$ cat config.mk
export PLATFORM = sky130hd
export DESIGN_NAME = bus_coherence_ctrl
export DESIGN_NICKNAME = d
export VERILOG_FILES = /design/src/rtl/bus_coherence_ctrl.sv
export SDC_FILE = /design/constraint.sdc
export NUM_CORES = 1
export LEC_CHECK = 0
export CAP_MARGIN = 40
export CORE_AREA = 5 5 190 192
export DETAILED_ROUTE_END_ITERATION = 7
export DIE_AREA = 0 0 195 197
export GPL_TIMING_DRIVEN = 0
export HOLD_SLACK_MARGIN = 0.15
export PLACE_DENSITY = 0.42
export REMOVE_ABC_BUFFERS = 1
export SYNTH_ARGS = -nofsm -noshare
export SYNTH_HDL_FRONTEND = slang
export SYNTH_SLANG_ARGS = --single-unit
$ cat constraint.sdc
create_clock -name CLK -period 3 [get_ports CLK]
set_input_delay 0.9 -clock CLK [delete_from_list [all_inputs] [get_ports CLK]]
set_output_delay 0.9 -clock CLK [all_outputs]
set_load 0.01 [all_outputs]
$ cat src/rtl/bus_coherence_ctrl.sv
`default_nettype none
// ============================================================================
// Module      : bus_coherence_ctrl
// Description : Two-core memory bus controller with snooping coherence.
//               Serialises icache/dcache traffic onto a single-port RAM and
//               services coherent dcache misses either cache-to-cache (with
//               a simultaneous RAM writeback) or from RAM.
// Revision    : 1.0 - initial release
// ============================================================================
module bus_coherence_ctrl (
   input  logic              CLK,
   input  logic              nRST,
   // icache ports
   input  logic [1:0]        iREN,
   input  logic [1:0][31:0]  iaddr,
   output logic [1:0]        iwait,
   output logic [1:0][31:0]  iload,
   // dcache ports
   input  logic [1:0]        dREN,
   input  logic [1:0]        dWEN,
   input  logic [1:0][31:0]  daddr,
   input  logic [1:0][31:0]  dstore,
   output logic [1:0]        dwait,
   output logic [1:0][31:0]  dload,
   // coherence ports
   input  logic [1:0]        cctrans,
   input  logic [1:0]        ccwrite,
   output logic [1:0]        ccwait,
   output logic [1:0]        ccinv,
   output logic [1:0][31:0]  ccsnoopaddr,
   // RAM ports
   output logic              ramREN,
   output logic              ramWEN,
   output logic [31:0]       ramaddr,
   output logic [31:0]       ramstore,
   input  logic [31:0]       ramload,
   input  logic [1:0]        ramstate
);

   localparam logic [1:0] c_RAM_ACCESS = 2'd2;

   typedef enum logic [2:0] {
      IDLE   = 3'd0,
      IFETCH = 3'd1,
      DWB    = 3'd2,
      SNOOP  = 3'd3,
      C2C1   = 3'd4,
      C2C2   = 3'd5,
      RD1    = 3'd6,
      RD2    = 3'd7
   } state_t;

   state_t     r_state;
   state_t     w_next;
   logic       r_req;         // core owning the current transaction
   logic       w_req_next;
   logic       r_last;        // last dcache grant, loses the next dcache tie
   logic       w_last_next;
   logic       r_ilast;       // last icache grant on a tie
   logic       w_ilast_next;

   logic       w_access;      // RAM completes the current word this cycle
   logic       w_oth;         // the core being snooped
   logic [1:0] w_dreq;        // per-core dcache request
   logic       w_dpick;       // dcache arbitration winner
   logic       w_ipick;       // icache arbitration winner

   assign w_access = (ramstate == c_RAM_ACCESS);
   assign w_oth    = ~r_req;

   // Arbitration winners: on a tie the core that did not win last time wins.
   always_comb begin
      w_dreq  = dREN | dWEN;
      w_dpick = (&w_dreq) ? ~r_last  : w_dreq[1];
      w_ipick = (&iREN)   ? ~r_ilast : iREN[1];
   end

   // State, grant and fairness pointers; reset aborts any transaction.
   always_ff @(posedge CLK) begin
      if (!nRST) begin
         r_state <= IDLE;
         r_req   <= 1'b0;
         r_last  <= 1'b1;
         r_ilast <= 1'b1;
      end else begin
         r_state <= w_next;
         r_req   <= w_req_next;
         r_last  <= w_last_next;
         r_ilast <= w_ilast_next;
      end
   end

   // Next-state: grant in IDLE, otherwise advance on each completed word.
   always_comb begin
      w_next       = r_state;
      w_req_next   = r_req;
      w_last_next  = r_last;
      w_ilast_next = r_ilast;
      case (r_state)
         IDLE: begin
            if (|w_dreq) begin
               w_req_next  = w_dpick;
               w_last_next = w_dpick;
               if (dWEN[w_dpick] && !cctrans[w_dpick]) begin
                  w_next = DWB;
               end else if (dREN[w_dpick]) begin
                  w_next = cctrans[w_dpick] ? SNOOP : RD1;
               end else begin
                  // a write flagged coherent is still just a word write
                  w_next = DWB;
               end
            end else if (|iREN) begin
               w_req_next   = w_ipick;
               w_ilast_next = w_ipick;
               w_next       = IFETCH;
            end
         end
         IFETCH: if (w_access) w_next = IDLE;
         DWB:    if (w_access) w_next = IDLE;
         // the snooped cache answers within the snoop cycle
         SNOOP:  w_next = (cctrans[w_oth] && ccwrite[w_oth]) ? C2C1 : RD1;
         C2C1:   if (w_access) w_next = C2C2;
         C2C2:   if (w_access) w_next = IDLE;
         RD1:    if (w_access) w_next = RD2;
         RD2:    if (w_access) w_next = IDLE;
         default: w_next = IDLE;
      endcase
   end

   // Outputs decoded from state/grant; held at idle values while in reset.
   always_comb begin
      iwait       = 2'b11;
      dwait       = 2'b11;
      iload       = {ramload, ramload};
      dload       = {ramload, ramload};
      ccwait      = 2'b00;
      ccinv       = 2'b00;
      ccsnoopaddr = '0;
      ramREN      = 1'b0;
      ramWEN      = 1'b0;
      ramaddr     = '0;
      ramstore    = '0;
      if (nRST) begin
         case (r_state)
            IFETCH: begin
               ramREN  = 1'b1;
               ramaddr = iaddr[r_req];
               if (w_access) iwait[r_req] = 1'b0;
            end
            DWB: begin
               ramWEN   = 1'b1;
               ramaddr  = daddr[r_req];
               ramstore = dstore[r_req];
               if (w_access) dwait[r_req] = 1'b0;
            end
            SNOOP: begin
               ccwait[w_oth]      = 1'b1;
               ccsnoopaddr[w_oth] = daddr[r_req];
               ccinv[w_oth]       = ccwrite[r_req];
            end
            C2C1, C2C2: begin
               // modified word goes to the requester and to RAM at once
               ccwait[w_oth]      = 1'b1;
               ccsnoopaddr[w_oth] = daddr[r_req];
               ccinv[w_oth]       = ccwrite[r_req];
               ramWEN             = 1'b1;
               ramaddr            = daddr[w_oth];
               ramstore           = dstore[w_oth];
               dload[r_req]       = dstore[w_oth];
               if (w_access) dwait = 2'b00;
            end
            RD1, RD2: begin
               ramREN  = 1'b1;
               ramaddr = daddr[r_req];
               if (w_access) dwait[r_req] = 1'b0;
            end
            default: begin
            end
         endcase
      end
   end

endmodule
`default_nettype wire

# Word-level counts from Yosys, hierarchy flattened
# Index checks and enable logic that the tools add are counted.
[op_classes] add_sub_neg=0 n_mul=0 n_div=0 magnitude_cmp=5 eq_ne=12 n_shift=0 mux=67 n_bitwise=8 reduce_logical=21
[ops] operator="32-bit two-way mux" count=14
[ops] operator="64-bit two-way mux" count=4
[ops] operator="32-bit one-hot mux with 3 select lines" count=1
[ops] operator="64-bit AND" count=1
[ops] operator="64-bit bitwise mux" count=1
[ops] operator="32-bit demux with 1-bit select" count=2
[ops] operator="32-bit one-hot mux with 2 select lines" count=1
[ops] operator="3-bit two-way mux" count=8
[ops] operator="1-bit two-way mux" count=22
[ops] operator="2-bit two-way mux" count=10
[ops] operator="3-bit one-hot mux with 5 select lines" count=1
[ops] operator="3-bit == test (second input constant)" count=4
[ops] operator="3-bit OR reduction" count=4
[ops] operator="2-bit AND reduction" count=4
[ops] operator="3-bit by 2-bit == test with 1-bit output (second input constant)" count=2
[ops] operator="1-bit by 2-bit < comparator with 1-bit output (second input constant)" count=3
[ops] operator="2-bit OR reduction" count=3
[ops] operator="1-bit logical AND" count=4
[ops] operator="2-bit inequality test (second input constant)" count=2
[ops] operator="1-bit NOT" count=4
[ops] operator="2-bit one-hot mux with 2 select lines" count=1
[ops] operator="4-bit AND reduction" count=1
[ops] operator="4-bit OR reduction" count=1
[ops] operator="3-bit by 1-bit == test with 1-bit output (second input constant)" count=1
[ops] operator="12 further kinds" count=14
[totals] ff_bits=6 latchBits=0 mem_bits_rw=0 mem_bits_ro=0 inputBits=238 output_inout_bits=266 wordCells=117 n_memories=0

# Depth between registers and ports, before layout
[logic_depth] ltp_word=10 depth_mapped=7 ltp_nobuf=4

# Worst setup path before layout
# Ideal clock, no wire load.
[synth_path] kind="input-to-output" start="input port nRST" end="output port dload[34] (netlist name)" t_arrival_ps=1824 setup_slack_ps=276 cell_stages=4 path_buffers=2 path_cell_list="buf_1 -> nand2_2 -> buf_2 -> mux2_1"
[synth_rtl] item="start: declaration" line="12" source="input logic nRST,"
[synth_rtl] item="end: declaration" line="24" source="output logic [1:0][31:0] dload,"

==> flow_summary.ini <==
[run_status]
status = complete, but fails checks
failed_checks = setup timing

[power_and_ir_drop]
p_seq_share_pct = 4.4
p_leak_nw = 4.67
power_density_nw_per_um2 = 471
p_total_mw = 4.81
combPwrFrac_pct = 91.0
clockPowerShare_pct = 4.6
p_int_mw = 2.52
swShare_pct = 47.6
switching_power_mw = 2.29
irDropWorstVdd_mv = 0.226

[routing]
ant_nets = 0
firstDrtPassIters = 6
num_vias = 6280
wl_per_cell_um = 25.6
via_per_inst = 4.28
routed_wl_mm = 37.6
drc = 0
drt_iter0_markers = 318

[clock_network]
h-tree-depth = 1
cts_sinks = 6
numCtsBuffers = 3
clk_latency_ns = 0.23
cts_tree = built
cts_hold_buf = 0
path_clk_slew_ns = 0.03
cts_root_buffer = clkbuf_16
clk_path_buf_depth = 2

[cells_and_area]
nets = 1248
design_area_um2 = 10200
finish.utilization_pct = 29.8
drive_gt1_share_pct = 33.1
fillCellCount = 3707
syn2layout_area_growth_pct = 156
final_cells = 1466

[placement]
dp_cells = 1381
place_area_um2 = 9210
io_buffers = 503
dp_slack_ns = -1.70
hpwl_mm = 28.3
place.gp.congestion = 0.803

[worst_hold_path]
hold_depth = 2
hold_path.class = flop to flop

[sta]
tightestPinTransition_ns = 0.679
setup_slack_ns = -0.0120
hold_viol = 0
setup_violations = 4
fmax_mhz = 332
finalCriticalPeriod_ns = 3.01
skew_ns = 0.00239
slew_violations = 0
fin_hold_ws_ns = 0.549
rsz0062_at_grt = true
setup-tns-final_ns = -0.0419
fin_crit_sh_pct = 100
slew_headroom_pct = 54.3

[global_route]
grt_overflow = 0
grt_pass1_vias = 6932
grt_max_degree = 37
grt_pass1_wl_mm = 51.2
antenna_found_initial = 4
track_usage_pct = 17.9

[logic_synthesis]
yosysUniqueCellTypes = 58
synth_seq_area_share_pct = 3.02
yosys-top-cells-area = mux2_2 23%, buf_4 13%, and2_1 11%, a32oi_1 7.3%, a22o_1 7.0%
synth_edf_count = 0
yosys.area.top_type = mux2_2
yosysWarnings = 0
async_reset_ff_share_pct = 0
syn_avg_cell_area_um2 = 7.61
syn_inst = 523
synth_seq_cells = 6
syn_area_um2 = 3980
synth.top_cell.area_share_pct = 22.6
synth_flop_cell = dfxtp_1

[critical_path]
startpoint_type = input port
r2r_cells = 6
worst_ep_required_time_ns = 2.10
path_class = input port to primary output
worst_setup_path_end_kind = primary output
cp_max_fo = 5
arrival_ns = 2.11

[job]
maxCapViolations = 0

[floorplanning]
start_util_pct = 11.6
ios = 504
fp.dieH_um = 197
die-area_um2 = 38400
die_w_um = 195
core_area_um2 = 34200
rows = 68
[cell type report]
class	instances	area (um2)	area share [%]
Antenna cell	2	5.00	0.0490
Tap cell	455	569	5.58
Multi-Input combinational cell	397	3400	33.3
Inverter	5	22.5	0.221
Timing Repair Buffer	597	6000	58.7
Clock buffer	4	78.8	0.772
Sequential cell	6	135	1.32
[power groups by stage]
stage / registers [mW] / clock network (mW) / logic (mW)
2_1_floorplan: 0.264 / 0 / 1.45
3_3_place_gp: 0.390 / 0 / 3.38
3_5_place_dp: 0.241 / 0 / 3.77
4_1_cts: 0.219 / 0.225 / 4.35
5_1_grt: 0.219 / 0.230 / 4.66
6_report: 0.213 / 0.221 / 4.37
[cells by family after synthesis]
kind of cell | after synthesis | share of synthesized area, %
AO/OA/AOI/OAI | 139 | 28.8
multiplexers | 87 | 24.6
AND/OR/NAND/NOR | 170 | 24.5
buffers and inverters | 120 | 18.9
XOR/XNOR | 1 | 0.220
flip-flops | 6 | 3.02
[worst max-delay path, stage by stage]
cell	delay, ns
buf_16	0.12
nand2b_4	0.09
nor2_4	0.04
buf_4	0.14
buf_12	0.13
buf_8	0.13
buf_6	0.12
mux2_4	0.29
buf_6	0.12
[synth_stat cells (3+ instances only)]
cell	count
nand3_1	10
nand3b_1	5
or2_2	15
dfxtp_1	6
a31oi_1	12
or2_0	3
nand2b_1	6
nor2b_1	6
or2_1	3
a22o_1	32
a21oi_1	16
a32oi_1	33
clkbuf_1	15
nor2_1	20
a41oi_1	4
buf_2	28
inv_1	5
mux2_2	80
a222oi_1	16
nand2_1	23
and2_1	68
buf_4	69
mux2_1	6
[cells in the final DEF (no fill, tap or decap), types with 21 or more instances in the layout]
cell	instances
buf_6	26
nand2_1	21
a22o_1	32
clkdlybuf4s50_1	246
mux2_2	53
buf_2	71
dlymetal6s2s_1	29
dlygate4sd2_1	116
buf_4	45
and2_1	66
mux2_4	28
a32oi_1	32
[final timing paths]
| check | start | end | slack (ns) |
|---|---|---|---|
| worst max-delay path | nRST | dload[30] | -0.01 |
| worst min-delay path | r_ilast | r_ilast | 0.55 |
| worst min register to register | r_ilast | r_ilast | 0.55 |
| worst max register to register | r_state[1] | r_req | 1.16 |
[registers in the layout, indices dropped and copies added, names as in the netlist]
name and flops:
r_ilast 1, r_req 1, r_last 1, r_state 3
[per-layer routing]
metal / vias to the layer above / GRT usage (%) / part of all wire [%]
li1: 2889 / - / -
met1: 2994 / 19.0 / 37
met2: 367 / 34.9 / 54
met3: 28 / 4.77 / 7.4
met4: 2 / 4.53 / 2.2
met5: - / 0 / 0.035
[timing repair]
action | 4_1_cts | 5_1_grt
endpoints found under the setup margin | 225 | 109
pin swaps | 18 | 24
cloned | 13 | 1
setup buffers | 55 | 11
resized for setup | 631 | 72
No activity file was read; power rests on OpenSTA's default activity.
==> patch 1 (same flow settings) <==
The 8 states of `state_t` get a one-hot encoding in 8 bits.
--- a/src/rtl/bus_coherence_ctrl.sv
+++ b/src/rtl/bus_coherence_ctrl.sv
@@ -40,13 +40,13 @@
    localparam logic [1:0] c_RAM_ACCESS = 2'd2;
 
-   typedef enum logic [2:0] {
-      IDLE   = 3'd0,
-      IFETCH = 3'd1,
-      DWB    = 3'd2,
-      SNOOP  = 3'd3,
-      C2C1   = 3'd4,
-      C2C2   = 3'd5,
-      RD1    = 3'd6,
-      RD2    = 3'd7
+   typedef enum logic [7:0] {
+      IDLE   = 8'b00000001,
+      IFETCH = 8'b00000010,
+      DWB    = 8'b00000100,
+      SNOOP  = 8'b00001000,
+      C2C1   = 8'b00010000,
+      C2C2   = 8'b00100000,
+      RD1    = 8'b01000000,
+      RD2    = 8'b10000000
    } state_t;
 
Behaviour: same outputs for any inputs over 4 cycles, from zero or initial values and one cycle with nRST low; so few cycles prove little.
==> patch 1 against the original RTL <==
  * The run still ends with setup timing left
  * Routed wire length up 12%
  * Synthesized area up 5.7%
  * Critical path depth rose by 2
  * Sequential cell count grew 5
  * Via count grew 13%
  * Setup slack worse by 250 ps
  * Final area is 24% higher
  * Count of clock-buffer cells in the layout decreased by 1
  * Largest cell class unchanged
Power is not compared: it rests on default switching activity, and its combinational part moved more than twofold at a synthesized area within 25%.
==> patch 1: results <==
cts:
  clk_path_buf_depth: 2
  clk_latency_ps: 240
  clk_pin_slew_worst_paths_ps: 50
worst_setup_path:
  crit_family: "buffers and inverters"
  cp_max_fo: 5
  cp_slowest_cell: "dfxtp_4"
  arrival_ps: 2360
  cp_slowest_stage_delay_ps: 340
yosys:
  ys.flop_type: "dfxtp_1"
  synth_common_cells: "a22oi_1, buf_4, and2_1"
  yosysWarnings: 0
  yosysUniqueCellTypes: 50
  ys_async_sr_fraction: 0
  netlist_top_cells_area: "a22oi_1, mux2_1, buf_4"
  yosysSeqAreaShare: 0.0523
sta:
  fin_ws_ps: -258
  fin_tns_setup_ps: -23070
  relSlewSlack: 0.527
  setup_viol: 182
  skew_ps: 7.07
route:
  routed_wl_mm: 42.2
  wl_met3_mm: 3.04
  met1_length_mm: 16.6
  dr.pass1.iters: 5
  drtIter0Drc: 164
  wl_met2_mm: 21.7
  via_per_inst: 4.43
finish:
  largest_reg_flops: 8
  num_antenna_cells: 0
  final.fill_count: 3462
  drive_above_1_share: 0.526
  nNetsFinal: 1390
global_route:
  grt_use_total: 0.198
  grtUsageMet2: 0.371
  antenna_found_initial: 6
  use_met1: 0.231
  gr-usage-met3: 0.0523
  grt_pass1_vias: 7802
  grt_max_degree: 73
  grt_pass1_wl_mm: 57.1
placement:
  placed_area_um2: 9450
  port_buffers: 503
  gp_congestion: 0.822
  hpwl_mm: 28.5
outcome:
  outcome: "finished with violations"
  violations: "setup timing"
power:
  pwr-share-seq: 0.090
patch 1: cell types whose count changed in the layout (fill, tap and decap cells not counted), moves of 39 or more:
cell	unedited run	this run
dlygate4sd2_1	116	5
buf_6	26	187
and2_4	0	62
and2_1	66	3
mux2_2	53	0
a22oi_1	0	55
clkdlybuf4s50_1	246	285
patch 1: timing repair:
| item | in CTS | in global routing |
|---|---|---|
| pin swaps | 64 | 68 |
| buffers inserted | 118 | 23 |
| setup endpoints to repair | 209 | 213 |
| cloned | 25 | 6 |
| gates resized for setup | 1139 | 244 |
patch 1: cells by family after synthesis:
logic type | count (synthesis) | share of synthesized area
muxes | 69 | 0.184
xor gates and xnor gates | 2 | 0.00416
DFF | 11 | 0.0523
AOI/OAI and AO/OA | 193 | 0.317
and+or+nand+nor | 199 | 0.260
buffers and inverters | 124 | 0.183
patch 1: worst paths after layout:
path,startpoint,endpoint,slack [ps],depth (start not counted)
worst max-delay path,r_state[3],dload[36],-260,11
worst min-delay path,r_state[4],r_state[4],520,2
worst min register to register,r_state[4],r_state[4],520,2
worst max register to register,r_state[4],r_state[2],940,6
patch 1: area by class of cell:
class	count	area, um2	area share
clock inverter	1	5.00	0.000394
timing repair buffer	668	7530	0.594
multi-input combinational	464	4240	0.334
inverter	4	27.5	0.00217
clock buffer	3	75.1	0.00591
sequential	11	246	0.0194
tap	455	569	0.0448
patch 1: tightest hold or removal path, cell delays in order (launching register included):
cell	delay, ps
dfxtp_4	370
nand2_1	60
o21ai_1	50
patch 1: metrics by stage:
stage / util / worst slack (ps) / instances
CTS: 0.342 / -285 / 1597
global placement: 0.265 / -5560 / 1436
global route: 0.371 / -336 / 1606
finish: 0.371 / -258 / 1606
floorplan: - / -1320 / 478
detailed placement: 0.276 / -1940 / 1452
==> patch 2 (config.mk and constraints unchanged) <==
Made on the original files. Reset style: asynchronous (`nRST`), changed in one clocked block.
--- a/src/rtl/bus_coherence_ctrl.sv
+++ b/src/rtl/bus_coherence_ctrl.sv
@@ -77,5 +77,5 @@
 
    // State, grant and fairness pointers; reset aborts any transaction.
-   always_ff @(posedge CLK) begin
+   always_ff @(posedge CLK or negedge nRST) begin
       if (!nRST) begin
          r_state <= IDLE;
Formal check against the unedited RTL: no difference found for any inputs over 4 cycles, from zero or initial values and one cycle with nRST low; that may be too few to reach the edited logic, so the function may still have changed.
==> patch 2 against the original RTL <==
  * Setup slack better by 5.4 ps
  * Routed wire length down 14%
  * Synthesized area down 3.5%
  * Total power up 26%
  * Die area unchanged
  * Sequential cell count unchanged
  * The run still ends with setup timing left
  * Final area down 0.12%
  * Critical endpoint is now dload[7]
  * Combinational power up 29%
  * Register-to-register slack better by 90 ps
  * Critical path type unchanged
  * Sequential power down 4%
==> patch 2: results <==
sta:
  tightestPinTransition_ps: 441
  setup_viol: 6
  fin_hold_ws_ps: 519
  skew_ps: 1.68
  fin_ws_ps: -6.56
worst_hold_path:
  hold_path_end: "r_last"
  hp-start: "r_last"
placement:
  placed_cells: 1352
  gp_congestion: 0.831
  hpwl_mm: 24.2
  placed_area_um2: 9090
worst_setup_path:
  reg2reg_from: "r_state[2]"
  reg2reg_slack_ps: 1250
  cp_max_fo: 6
  reg2regPathDepth: 5
  r2r_end: "r_state[0]"
global_route:
  grt_use_total: 0.152
  grt_max_degree: 29
  grt_pass1_wl_mm: 44.4
route:
  vias: 5742
  via_per_inst: 4.00
  dr.pass1.iters: 8
yosys:
  synth_common_cells: "mux2_2, buf_4, and2_1"
  ys.flop_type: "dfrtp_1"
  synth_compound_area_frac: 0.215
  yosysUniqueCellTypes: 47
  synth.avg_cell_area_um2: 7.84
  netlist_top_cells_area: "mux2_2, buf_4, and2_1"
cts:
  cts_setup_buffers: 65
outcome:
  outcome: "finished with violations"
  violations: "setup timing"
## patch 2: cell types whose count changed in the layout (fill, tap and decap cells not counted), moves of 22 or more
cell             change
a22o_1              -31
a22oi_2             +25
a32oi_1             -32
buf_6               +27
clkdlybuf4s50_1     +22
dlygate4sd2_1       -26
## patch 2: power by group
| group | internal (mW) | switching, mW | total (mW) | leakage (nW) |
|---|---|---|---|---|
| Combinational | 3.02 | 2.63 | 5.65 | 4.46 |
| Clock | 0.177 | 0.0484 | 0.225 | 0.0382 |
| Sequential | 0.143 | 0.0605 | 0.204 | 0.0652 |
| Total | 3.34 | 2.74 | 6.08 | 4.56 |
## patch 2: logic make-up (layout without fill, tap and decap cells)
group                  Yosys count  count (layout)
AO/OA/AOI/OAI                   97              97
multiplexers                   100             100
XOR/XNOR                         1               1
AND/OR/NAND/NOR                177             177
other                            0               2
buffers and inverters          109             596
flip-flops                       6               6
## patch 2: worst max path at each step
stage,startpoint,end,cells past startpoint
2_1_floorplan,r_req,dload[49],2
3_5_place_dp,nRST,dload[63],6
4_1_cts,nRST,dload[28],9
6_report,nRST,dload[7],8
3_3_place_gp,r_req,ramaddr[19],5
5_1_grt,r_req,ramaddr[17],8
## patch 2: per-layer routing
layer | share of wire | GRT usage | wire (um)
met1 | 0.42 | 0.194 | 13700
met2 | 0.51 | 0.272 | 16400
met3 | 0.063 | 0.0325 | 2050
met4 | 0.0068 | 0.0147 | 221
met5 | 0 | 0 | 0
## patch 2: layout make-up
cell class                      instances  share of cell area
Antenna cell                            2            0.000491
Multi-Input combinational cell        375               0.328
Inverter                                1            0.000368
Sequential cell                         6              0.0160
Timing Repair Buffer                  591               0.592
Tap cell                              455              0.0558
Clock buffer                            4             0.00773
